--- src/rtl/jtframe_i2s_rx.sv ---
// I2S receiver: recovers signed left/right samples from an asynchronous
// BCLK/LRCLK/DATA link and presents each stereo pair with a one-cycle strobe.
module jtframe_i2s_rx #(
    parameter int DW  = 16,
    parameter int TOW = 12
) (
    input  logic          clk,
    input  logic          rst,
    input  logic          i2s_bclk,
    input  logic          i2s_lrclk,
    input  logic          i2s_data,
    output logic [DW-1:0] left,
    output logic [DW-1:0] right,
    output logic          sample,
    output logic          locked,
    output logic          err
);

    typedef enum logic {
        SEEK = 1'b0,
        RUN  = 1'b1
    } state_t;

    localparam logic [5:0]     DW_C   = 6'(DW);
    localparam logic [5:0]     CNT_MX = 6'd63;
    localparam logic [TOW-1:0] TO_MAX = {TOW{1'b1}};

    // Synchroniser stages, bit order {data, ws, bclk}
    logic [2:0]    s1_q, s1_d;
    logic [2:0]    s2_q, s2_d;
    logic          bclk_h_q, bclk_h_d;

    // Registered edge-detect stage: ws/data travel alongside the BCLK rise
    logic          brise_q, brise_d;
    logic          ws_e_q, ws_e_d;
    logic          dat_e_q, dat_e_d;

    state_t        state_q, state_d;
    logic          seen_q, seen_d;
    logic          ws_prev_q, ws_prev_d;
    logic [5:0]    cnt_q, cnt_d;
    logic [DW-1:0] shift_q, shift_d;
    logic [DW-1:0] left_hold_q, left_hold_d;
    logic          left_ok_q, left_ok_d;
    logic [TOW-1:0] to_q, to_d;

    logic [DW-1:0] left_q, left_d;
    logic [DW-1:0] right_q, right_d;
    logic          sample_q, sample_d;
    logic          locked_q, locked_d;
    logic          err_q, err_d;

    logic [DW-1:0] shift_nx;
    logic [5:0]    cnt_nx;
    logic          ws_change;

    always_comb begin
        s1_d        = {i2s_data, i2s_lrclk, i2s_bclk};
        s2_d        = s1_q;
        bclk_h_d    = s2_q[0];
        brise_d     = s2_q[0] & ~bclk_h_q;
        ws_e_d      = s2_q[1];
        dat_e_d     = s2_q[2];

        state_d     = state_q;
        seen_d      = seen_q;
        ws_prev_d   = ws_prev_q;
        cnt_d       = cnt_q;
        shift_d     = shift_q;
        left_hold_d = left_hold_q;
        left_ok_d   = left_ok_q;
        to_d        = to_q;
        left_d      = left_q;
        right_d     = right_q;
        sample_d    = 1'b0;
        locked_d    = locked_q;
        err_d       = 1'b0;

        // Bits past the first DW of a slot are counted but not stored
        shift_nx  = (cnt_q < DW_C) ? {shift_q[DW-2:0], dat_e_q} : shift_q;
        cnt_nx    = (cnt_q == CNT_MX) ? cnt_q : cnt_q + 6'd1;
        ws_change = (ws_e_q != ws_prev_q);

        if (brise_q) begin
            to_d      = '0;
            ws_prev_d = ws_e_q;
            seen_d    = 1'b1;
            case (state_q)
                SEEK: begin
                    // The first ws change only arms framing; the slot before it is partial
                    if (seen_q && ws_change) begin
                        state_d   = RUN;
                        cnt_d     = '0;
                        shift_d   = '0;
                        left_ok_d = 1'b0;
                    end
                end
                RUN: begin
                    if (ws_change) begin
                        cnt_d   = '0;
                        shift_d = '0;
                        if (cnt_q >= DW_C - 6'd1) begin
                            if (!ws_prev_q) begin
                                left_hold_d = shift_nx;
                                left_ok_d   = 1'b1;
                            end else if (left_ok_q) begin
                                left_d    = left_hold_q;
                                right_d   = shift_nx;
                                sample_d  = 1'b1;
                                locked_d  = 1'b1;
                                left_ok_d = 1'b0;
                            end
                        end else begin
                            err_d     = 1'b1;
                            left_ok_d = 1'b0;
                        end
                    end else begin
                        cnt_d   = cnt_nx;
                        shift_d = shift_nx;
                    end
                end
                default: state_d = SEEK;
            endcase
        end else if (to_q == TO_MAX) begin
            // BCLK lost: drop lock but keep the last samples on the outputs
            locked_d  = 1'b0;
            left_ok_d = 1'b0;
            seen_d    = 1'b0;
            state_d   = SEEK;
        end else begin
            to_d = to_q + 1'b1;
        end
    end

    always_ff @(posedge clk) begin
        if (rst) begin
            s1_q        <= '0;
            s2_q        <= '0;
            bclk_h_q    <= 1'b0;
            brise_q     <= 1'b0;
            ws_e_q      <= 1'b0;
            dat_e_q     <= 1'b0;
            state_q     <= SEEK;
            seen_q      <= 1'b0;
            ws_prev_q   <= 1'b0;
            cnt_q       <= '0;
            shift_q     <= '0;
            left_hold_q <= '0;
            left_ok_q   <= 1'b0;
            to_q        <= '0;
            left_q      <= '0;
            right_q     <= '0;
            sample_q    <= 1'b0;
            locked_q    <= 1'b0;
            err_q       <= 1'b0;
        end else begin
            s1_q        <= s1_d;
            s2_q        <= s2_d;
            bclk_h_q    <= bclk_h_d;
            brise_q     <= brise_d;
            ws_e_q      <= ws_e_d;
            dat_e_q     <= dat_e_d;
            state_q     <= state_d;
            seen_q      <= seen_d;
            ws_prev_q   <= ws_prev_d;
            cnt_q       <= cnt_d;
            shift_q     <= shift_d;
            left_hold_q <= left_hold_d;
            left_ok_q   <= left_ok_d;
            to_q        <= to_d;
            left_q      <= left_d;
            right_q     <= right_d;
            sample_q    <= sample_d;
            locked_q    <= locked_d;
            err_q       <= err_d;
        end
    end

    assign left   = left_q;
    assign right  = right_q;
    assign sample = sample_q;
    assign locked = locked_q;
    assign err    = err_q;

endmodule

--- config.mk ---
export PLATFORM = sky130hd
export DESIGN_NAME = jtframe_i2s_rx
export DESIGN_NICKNAME = d
export VERILOG_FILES = /design/src/rtl/jtframe_i2s_rx.sv
export SDC_FILE = /design/constraint.sdc
export NUM_CORES = 1
export LEC_CHECK = 0
export BUFFER_PORTS_ARGS = -buffer_cell sky130_fd_sc_hd__buf_2
export CORE_ASPECT_RATIO = 1.4
export CORE_MARGIN = 5
export CORE_UTILIZATION = 46
export CTS_CLUSTER_DIAMETER = 200
export DETAILED_ROUTE_END_ITERATION = 10
export GPL_TIMING_DRIVEN = 0
export PLACE_DENSITY = 0.67
export SETUP_SLACK_MARGIN = 0.02
export SYNTH_ARGS = -nofsm -noshare
export SYNTH_HDL_FRONTEND = slang
export SYNTH_SLANG_ARGS = --single-unit
--- constraint.sdc ---
create_clock -name clk -period 2.1 [get_ports clk]
set_clock_uncertainty 0.15 [all_clocks]
set_input_delay 0.21 -clock clk [delete_from_list [all_inputs] [get_ports clk]]
set_output_delay 0.21 -clock clk [all_outputs]
set_load 0.02 [all_outputs]
* Word-level counts from Yosys, hierarchy flattened
Index checks and enable logic that the tools add are counted.
** Storage, ports and cells
- Register bits after elaboration :: 99
- Bits of input ports :: 5
- Output and inout port bits :: 35
- Word-level logic and storage cells :: 80
** Cells by class
- $add $sub $neg :: 2
- Order comparisons :: 2
- Equal/unequal tests :: 12
- Mux-type cells :: 27
- Bitwise gates (word level) :: 7
- Reduce and logical (&&, ||, !) cells :: 11
** Operator list (count)
- $mux W16 :: 3
- $pmux W16 S2 :: 1
- $mux W1 :: 18
- $mux W6 :: 3
- $add A12 B1 Y12 const B :: 1
- $eq A12 B12 Y1 const B :: 1
- $pmux W6 S2 :: 1
- $reduce_and A6 Y1 :: 2
- $ne A2 B1 Y1 const B :: 5
- $add A6 B1 Y6 const B :: 1
- $eq A6 B6 Y1 const B :: 1
- $ge A6 B4 Y1 const B :: 1
- $lt A6 B5 Y1 const B :: 1
- $ne A3 B3 Y1 const B :: 2
- $not A1 Y1 :: 6
- $reduce_and A3 Y1 :: 2
- $reduce_or A6 Y1 :: 1
- $reduce_and A5 Y1 :: 1
- $reduce_or A4 Y1 :: 1
- $ne A3 B2 Y1 const B :: 1
- $ne A2 B2 Y1 const B :: 1
- $pmux W1 S2 :: 1
- $reduce_and A2 Y1 :: 1
- $reduce_bool A2 Y1 :: 1
- 4 further kinds :: 4

* Logic depth before layout (Yosys ltp)
- Depth in word-level cells :: 6
- Depth in mapped cells :: 7

* Worst setup path after synthesis
OpenSTA, ideal clock, no wires.
- Path kind :: reg2reg
- From :: reg cnt_q[0]
- To :: reg right_q[13], in the netlist right[13]
- Data arrival time :: 1.540 ns
- Required time :: 1.805 ns
- Slack :: 0.265 ns
- Stages on the path, launching flop included :: 7
- Buffers on the path :: 2
- Cells stage by stage :: dfxtp_1 ha_1 nand3_4 a2111oi_4 buf_4 buf_2 a211oi_1
** On the way
- Cells in the longest elaborated chain, start to end :: 2
- Elaborated cells on any way between the ends :: 4
- Classes of those cells :: order compare (2); mux (1); reduce/logical (1)
** RTL lines
- start, declared :: line 41 : logic [5:0] cnt_q, cnt_d;
- start signal, assigned :: line 166 : cnt_q <= cnt_d;
- $ge A6 B4 Y1 or $lt A6 B5 Y1 (tied branches) :: line 102, 80
- $reduce_and A6 Y1 (no source line) or $mux W16 (tied branches)
- end signal, assigned :: line 172 : right_q <= right_d;
- end, declared :: line 48 : logic [DW-1:0] right_q, right_d;
Parallel ways exist; a longest one is shown, timed or not.
A chain may end at the register's enable or synchronous reset.

* Worst setup path in the final report
- From :: reg cnt_q[0]
- To :: reg left_q[13], in the netlist left[13]
** On the way
- Cells in the longest elaborated chain, start to end :: 2
** RTL lines
- $ge A6 B4 Y1 :: line 102 : if (cnt_q >= DW_C - 6'd1) begin
- $reduce_and A6 Y1 (no source line)
- end signal, assigned :: line 171 : left_q <= left_d;
- end, declared :: line 47 : logic [DW-1:0] left_q, left_d;
No other way between the ends.

==> out/results.ini <==
[run_status]
status = completed

[die]
initial_utilization_pct = 47.30
io_pins = 40
std_cell_rows = 39
die_w_um = 87.60
design.core.area_um2 = 8198
die_h_um = 118.6
die_area_um2 = 10390

[cells_and_area]
mostFrequentLayoutCells = 99 x dfxtp_1, 47 x nand2_1, 45 x buf_2
antenna_cells = 0
final_common_cell = dfxtp_1
fill_cells = 764
regArea_um2 = 1982
area_delta_synth_final_pct = 18.30
drive_above_1_share_pct = 22.52
final_nets = 456
multi_input_area_um2 = 1767

[timing]
fmax_mhz = 504.9
hold_viol = 0
layout_setup_ws_ps = 119.5
setup_tns_ps = 0
rsz0062_at_grt = no
setup_violations = 0
hold_ws_ps = 181.9
fin_crit_ps = 1980
slew_violations = 0
worstMarginPinSlew_ps = 687.8
relSlewSlack_pct = 54.14
fin_crit_sh_pct = 94.31

[clocking]
cts_sinks = 99
clkTransAtPathRegs_ps = 70
clk_path_buf_depth = 2
clock_latency_ps = 340
cts_tree = done
cts_root_buf = clkbuf_16
htree_levels = 3
numCtsBuffers = 9

[worst_setup_path]
r2r_cells = 7
critPathBufInv = 2
crit_end = left[13]
critPathCaptureType = register
cp_max_fo = 10
worst-path-stages = 7
path_cells = ha_4 > nand3_4 > a2111o_1 > buf_4 > buf_4 > nand2_1 > a21oi_1
critPathMaxStageDelay_ps = 460
reg2reg_to = left[13]
cp_common_cell = buf_4
cp.arrival_ps = 2040
slowest_stage = a2111o_1
startpoint_type = register
r2r-start = cnt_q[0]
critPathLaunch = cnt_q[0]
r2r_slack_ps = 120
path_delay_family = compound AO/OA/AOI/OAI gates
critPathKind = reg -> reg
cp.required_ps = 2160

[synthesis]
yosysUniqueCellTypes = 48
post-synth-top-area-cell = dfxtp_1
synth_edf_count = 0
synth_area_um2 = 3877
synth_seq_cells = 99
synth_top_area_share_pct = 51.11
synth_flop_cell = dfxtp_1
synthesis.nets = 399
synth_seq_area_share_pct = 51.11
synthCells = 392
synth_area_per_cell_um2 = 9.892
yosysWarnings = 0
synthTopCellsByArea = dfxtp_1 51%, mux2i_1 5.2%, nand2_1 4.5%
async_flop_share_pct = 0

[route]
wirelength_mm = 8.637
viasPerCell = 5.440
routed-via-count = 3019
drt_iter0_drc = 104
ant_nets = 0
routedWlPerCell_um = 15.56
route.detailed.drc = 0
drtPass1Iterations = 4

[job]
max-cap-violations = 0

[global_routing]
grt_pass1_wl_mm = 14.37
overflow = 0
grt_max_degree = 17
antenna_found_initial = 0
grt_pass1_vias = 2989
grt_usage_pct = 17.55

[power]
power.density_nw_per_um2 = 787.1
ir_drop_uv = 541.7
p_leak_nw = 1.652

[place]
io_buffers = 39
gp_congestion = 0.8088
hpwlAfterDp_mm = 6.203
dp_slack_ps = 2.102

[hold_path]
holdCritPathClass = in -> reg

## worst min path at each step
stage	startpoint	endpoint	slack, ps	depth (start not counted)
after floorplan	i2s_bclk	s1_q[0]	190	1
after global placement	bclk_h_q	brise_q	220	1
after detailed placement	bclk_h_q	brise_q	220	1
after CTS	rst	shift_q[1]	170	3
after global routing	rst	shift_q[1]	190	3
final	rst	shift_q[5]	180	3
## cell usage after synthesis, types with 2 or more instances
cell type  number
a31oi_1         3
nand4_1         4
or3_1           4
nor4_1          2
a2111oi_4       2
nand2b_1        3
clkbuf_1        8
mux2i_1        20
o21ai_0         5
or2_2           2
a211oi_2       13
ha_1            2
nand2_1        47
o211ai_1        2
xnor2_1         2
buf_2           8
and3_1          2
nand3_1         6
a22o_1         16
buf_4           5
dfxtp_1        99
o32ai_1         2
nor3_1          3
and4_1          2
nor2_1         41
o21a_1          2
xor2_1          4
a211oi_1       20
nor2b_1        11
o22ai_1         2
a21oi_1        27
inv_1           3
nor2_2          3
buf_6           3
## worst reg2reg max path, cell delays in order, from the launching register on
cell	delay (ps)
dfxtp_1	420
ha_4	200
nand3_4	130
a2111o_1	470
buf_4	180
buf_4	180
nand2_1	70
a21oi_1	60
## cell families (layout without fill, tap and decap cells)
group                    Yosys count  count (layout)  synth area share [%]
AO/OA/AOI/OAI                    100             100                 20.68
buffers and inverters             28              89                 4.034
adder cells (fa/ha/maj)            2               2                0.6453
multiplexers                      20              20                 5.163
flip-flops                        99              99                 51.11
AND/OR/NAND/NOR                  137             137                 17.01
XOR/XNOR                           6               6                 1.355
## report_power, final
part           internal (mW)  total [mW]  switching (mW)
sequential              1.89        1.90         0.00835
clock                  0.926        1.63           0.704
combinational         0.0276      0.0824          0.0548
## per-stage QoR
stage	util [%]	total power, mW	instances	cell area (um^2)
6_report	55.95	3.610	555	4587
3_3_place_gp	51.24	2.017	533	4200
4_1_cts	55.17	3.648	551	4523
2_1_floorplan	-	1.994	392	3877
3_5_place_dp	51.24	2.019	533	4200
5_1_grt	55.95	3.741	555	4587
## cell type report
cell class / count / share of cell area [%]
Sequential cell: 99 / 43.21
Multi-Input combinational cell: 265 / 38.52
Timing Repair Buffer: 46 / 5.565
Clock buffer: 10 / 4.992
Buffer: 25 / 3.355
Tap cell: 102 / 2.782
Clock inverter: 5 / 1.337
Inverter: 3 / 0.2455
## routing by layer
metal	up-vias	track usage, %	routed length [um]
met2	53	29.25	4339
met5	-	0	0
met3	23	2.366	215
li1	1511	-	-
met1	1432	21.57	3821
met4	0	9.213	260
## state kept, by name, summed over array words and instances, names as in the netlist
register	cells
locked	1
right	16
seen_q	1
left_hold_q	16
left_ok_q	1
dat_e_q	1
err	1
ws_e_q	1
shift_q	16
s1_q	3
s2_q	3
bclk_h_q	1
sample	1
left	16
state_q	1
brise_q	1
to_q	12
cnt_q	6
ws_prev_q	1
## what timing repair did
action                                  4_1_cts  5_1_grt
hold endpoints to repair                      3        0
endpoints found under the setup margin        5       42
setup buffers                                 0        4
pin swaps                                     1        4
hold buffers                                  3        0
resized for setup                             1        8
Power figures use the tool's default switching activity.
